**src/rtl/memory_bus_arbiter.sv**
```systemverilog
// Two-requester memory bus arbiter (fetch vs. exec) running one access at a time with fixed wait states.
// Optional macro ARB_ROUND_ROBIN_EN switches contention handling from exec-priority to alternating.
module memory_bus_arbiter #(
  parameter int ADDR_WIDTH  = 16,
  parameter int DATA_WIDTH  = 8,
  parameter int WAIT_STATES = 1
) (
  input  logic                  clock,
  input  logic                  reset_n,
  input  logic                  fetch_req,
  input  logic [ADDR_WIDTH-1:0] fetch_addr,
  output logic                  fetch_ack,
  input  logic                  exec_req,
  input  logic                  exec_we,
  input  logic [ADDR_WIDTH-1:0] exec_addr,
  input  logic [DATA_WIDTH-1:0] exec_wdata,
  output logic                  exec_ack,
  output logic [DATA_WIDTH-1:0] rdata,
  output logic [ADDR_WIDTH-1:0] mem_addr,
  output logic [DATA_WIDTH-1:0] mem_wdata,
  output logic                  mem_re,
  output logic                  mem_we,
  input  logic [DATA_WIDTH-1:0] mem_rdata,
  output logic                  busy,
  output logic                  grant_exec,
  output logic [2:0]            debug_state
);
  localparam int WS_EFF = (WAIT_STATES < 1) ? 1 : WAIT_STATES;
  localparam int CW     = (WS_EFF > 1) ? $clog2(WS_EFF) : 1;

  typedef enum logic [1:0] {IDLE = 2'd0, ACCESS = 2'd1, DONE = 2'd2} state_t;

  state_t        state;
  logic [CW-1:0] cnt;
  logic          is_write;
  logic          last_grant; // 1 = exec was granted last
  logic          win_exec;

`ifdef ARB_ROUND_ROBIN_EN
  // On contention hand the bus to whoever did not get it last time.
  assign win_exec = exec_req && (!fetch_req || !last_grant);
`else
  assign win_exec = exec_req;
`endif

  assign debug_state = {last_grant, state};

  always_ff @(posedge clock or negedge reset_n) begin
    if (!reset_n) begin
      state      <= IDLE;
      cnt        <= '0;
      is_write   <= 1'b0;
      last_grant <= 1'b0;
      fetch_ack  <= 1'b0;
      exec_ack   <= 1'b0;
      rdata      <= '0;
      mem_addr   <= '0;
      mem_wdata  <= '0;
      mem_re     <= 1'b0;
      mem_we     <= 1'b0;
      busy       <= 1'b0;
      grant_exec <= 1'b0;
    end else begin
      fetch_ack <= 1'b0;
      exec_ack  <= 1'b0;
      case (state)
        IDLE: begin
          if (fetch_req || exec_req) begin
            state      <= ACCESS;
            busy       <= 1'b1;
            grant_exec <= win_exec;
            last_grant <= win_exec;
            cnt        <= CW'(WS_EFF - 1);
            if (win_exec) begin
              mem_addr  <= exec_addr;
              mem_wdata <= exec_wdata;
              is_write  <= exec_we;
              mem_we    <= exec_we;
              mem_re    <= !exec_we;
            end else begin
              mem_addr <= fetch_addr;
              is_write <= 1'b0;
              mem_we   <= 1'b0;
              mem_re   <= 1'b1;
            end
          end
        end
        ACCESS: begin
          if (cnt == '0) begin
            state  <= DONE;
            mem_re <= 1'b0;
            mem_we <= 1'b0;
            if (!is_write) rdata <= mem_rdata;
            if (grant_exec) exec_ack <= 1'b1;
            else            fetch_ack <= 1'b1;
          end else begin
            cnt <= cnt - 1'b1;
          end
        end
        DONE: begin
          // Requests are not sampled here; a held request is picked up in the next IDLE cycle.
          state <= IDLE;
          busy  <= 1'b0;
        end
        default: begin
          state  <= IDLE;
          busy   <= 1'b0;
          mem_re <= 1'b0;
          mem_we <= 1'b0;
        end
      endcase
    end
  end
endmodule

```
**config.mk**
```make
export PLATFORM = sky130hd
export DESIGN_NAME = memory_bus_arbiter
export DESIGN_NICKNAME = d
export VERILOG_FILES = /design/src/rtl/memory_bus_arbiter.sv
export SDC_FILE = /design/constraint.sdc
export NUM_CORES = 1
export LEC_CHECK = 0
export ABC_CLOCK_PERIOD_IN_PS = 1800
export BUFFER_PORTS_ARGS = -buffer_cell sky130_fd_sc_hd__buf_2
export CELL_PAD_IN_SITES_DETAIL_PLACEMENT = 2
export CELL_PAD_IN_SITES_GLOBAL_PLACEMENT = 2
export CORE_UTILIZATION = 27
export DETAILED_ROUTE_END_ITERATION = 7
export MAX_ROUTING_LAYER = met4
export PLACE_DENSITY_LB_ADDON = 0.1
export SETUP_SLACK_MARGIN = 0.4
export SLEW_MARGIN = 20
export SYNTH_ARGS = -nofsm -noshare
export SYNTH_HDL_FRONTEND = slang
export SYNTH_SLANG_ARGS = --single-unit
```
**constraint.sdc**
```tcl
create_clock -name clock -period 1.8 [get_ports clock]
set_clock_uncertainty 0.05 [all_clocks]
set_input_delay 0.09 -clock clock [delete_from_list [all_inputs] [get_ports clock]]
set_output_delay 0.09 -clock clock [all_outputs]
set_load 0.05 [all_outputs]
```
==> flow_summary.toml <==
[run_status]
run_status = "finished, final reports clean"

[timing]
clock.fmax_mhz = 725
worstMarginPinSlew_ps = 415
setup_violations = 0
fin_crit_ps = 1380
fin_crit_sh_pct = 76.6
relSlewSlack_pct = 72.3
slew_viol_final = 0
hold_violations = 0
fin_tns_setup_ps = 0
rsz0062_at_grt = "true"

[placed_design]
place.gp.congestion = 0.723
dp_cells = 280
io_buffers = 93
hpwl_um = 3540

[worst_hold_path]
hold_depth = 2
hold_start = "exec_wdata[5]"
hold_path.class = "input pin to flip-flop"

[cells_and_area]
syn_to_final_growth_pct = 55.0
fin_nets = 290
multi_input_area_um2 = 713
instances_no_fill = 313
drive_gt1_share_pct = 69.7
nFillCells = 633
register_area_mm2 = 0.00103
diodes = 0

[clock_tree]
path_clk_slew_ps = 70
htreeDepth = 2
numCtsBuffers = 5
cts_root_buf = "clkbuf_8"
clockBufferDepth = 2
cts.sinks = 41
tritoncts = "built"
worstSkewPairLatency_ps = 290

[die]
fp.dieH_um = 81.9
dieArea_mm2 = 0.00671
io_pins = 94
rows = 28
die_x_um = 81.9
initial_core_util_pct = 28.6
core-area_mm2 = 0.00603

[critical_path]
worst_setup_path_end_kind = "flip-flop"
reg2reg_from = "state[0]$_DFFE_PN0P_"
cp.required_ps = 1930
crit_path_start_kind = "flip-flop"
crit_arrival_ps = 1500
r2r_cells = 4
crit_type = "flip-flop to flip-flop"
cp_max_fo = 5
crit_path_start = "state[0]$_DFFE_PN0P_"

[routing]
vias = 1386
first_pass_iters = 2
post_drt_via_cell_ratio = 4.43
wire_per_inst_um = 16.7
routed_wl_um = 5220
drtIter0Drc = 19
drtAntennaViolNets = 0
remaining_drc_errors = 0

[synthesis]
yosysTopAreaCell = "dfrtp_1"
ys_seq_area_share_pct = 59.5
synthCells = 114
ys_seq_elements = 41
synth_fp_nets = 167
syn_area_mm2 = 0.00173
synth.top_cell.area_share_pct = 59.5
syn-mean-instance-area_um2 = 15.1
synthDistinctLibCells = 20
yosys-top-cells-area = "dfrtp_1 59%, mux2_2 30%, buf_6 2.0%"
yosys_warnings = 0

[pwr]
power_density_mw_per_mm2 = 2180
p_leak_nw = 1.33
peakVddDrop_mv = 0.825

[grt]
grt_util_all_layers_pct = 16.2
grt_pass1_wl_um = 7790
grt_max_degree = 25
grt.overflow.total = 0
antenna_found_initial = 0
grt_pass1_vias = 1651

[run]
max_cap_viol_count = 0
-- Yosys cell counts --
library cell  number
mux2_2            46
dfrtp_1           41
nor2_1             4
buf_6              3
inv_1              3
a21o_1             2
mux2_1             2
a21oi_1            1
and2_1             1
and3_1             1
buf_2              1
buf_4              1
inv_2              1
nand2b_1           1
nand3_1            1
nor2_2             1
o211a_1            1
o21ai_0            1
o21ai_2            1
o2bb2ai_1          1
-- path summary, 6_finish.rpt --
check	slack, ps	endpoint
worst max-delay path	420	mem_wdata[5]$_DFFE_PN0P_
worst min-delay path	1	mem_wdata[5]$_DFFE_PN0P_
worst max register to register	420	mem_wdata[5]$_DFFE_PN0P_
worst min register to register	440	busy$_DFFE_PN0P_
max in group asynchronous	790	state[0]$_DFFE_PN0P_
min in group asynchronous	210	mem_wdata[6]$_DFFE_PN0P_
-- sequential cells by signal, summed over array words and instances (netlist names), 2 cells and up --
name and flops:
mem_addr 16, mem_wdata 8, rdata 8, state 2
-- through the flow --
step | worst slack, ps | power (mW) | hold WS [ps] | cell area, um^2 | util (%)
2_1_floorplan | 263 | 4.18 | -256 | 1770 | -
3_3_place_gp | 293 | 4.82 | -9.52 | 2300 | 38.2
3_5_place_dp | 211 | 4.92 | 3.52 | 2300 | 38.2
4_1_cts | 400 | 5.74 | 2.83 | 2620 | 43.5
5_1_grt | 392 | 6.09 | 0.687 | 2670 | 44.4
6_report | 421 | 5.82 | 1.25 | 2670 | 44.4
-- logic make-up (layout without fill, tap and decap cells) --
group | after synthesis | count (layout) | synth area share (%)
buffers and inverters | 9 | 133 | 3.55
muxes | 48 | 48 | 31.3
and+or+nand+nor | 9 | 9 | 2.61
DFF | 41 | 41 | 59.5
AOI/OAI and AO/OA | 7 | 7 | 3.05
-- per-layer routing --
metal / vias to the layer above / part of all wire, % / GRT usage, %
li1: 641 / - / -
met2: 54 / 56 / 31.5
met1: 687 / 39 / 16.2
met5: - / 0 / -
met3: 4 / 4.7 / 3.00
met4: 0 / 0.71 / 4.74
-- cell usage in the layout (no fill, tap or decap) --
master,instances
buf_2,93
a21o_1,2
nor2_4,2
mux2_4,12
o21ai_0,1
o2bb2ai_1,1
a21oi_1,1
mux2_2,36
o211a_1,1
dfrtp_1,39
buf_6,2
buf_12,1
dlygate4sd3_1,16
inv_1,3
clkbuf_8,5
buf_4,7
nand2b_4,1
nand3_1,1
o21ai_4,1
clkbuf_1,3
and3_1,1
nor2_1,3
and2_4,1
inv_8,1
dfrtp_2,2
inv_4,1
clkinv_4,1
-- worst max-delay path, cell delays in order, from the launching register on --
cell and delay (ps):
dfrtp_2 450, nor2_4 160, and2_4 170, buf_6 130, mux2_4 300
-- where the power goes --
group,total (mW),switching [mW],internal (mW)
Combinational,3.57,2.39,1.19
Sequential,1.67,0.277,1.39
Clock,0.574,0.299,0.276
Total,5.82,2.96,2.85
-- timing repair --
action / 4_1_cts / 5_1_grt
pin swaps: 1 / 2
endpoints found under the hold margin: 32 / 0
hold buffers: 16 / 0
setup endpoints to repair: 32 / 23
gates cloned: 2 / 1
gates resized for setup: 8 / 9
setup buffers: 5 / 1
-- layout make-up --
cell class / instances / share of cell area [%]
multi-input cells: 64 / 26.7
flip-flops and latches: 41 / 38.5
well taps: 75 / 3.51
inverters: 4 / 0.842
repair buffers: 119 / 27.0
repair inverters: 2 / 0.562
clock buffers: 8 / 2.99
Power figures use the tool's default switching activity.
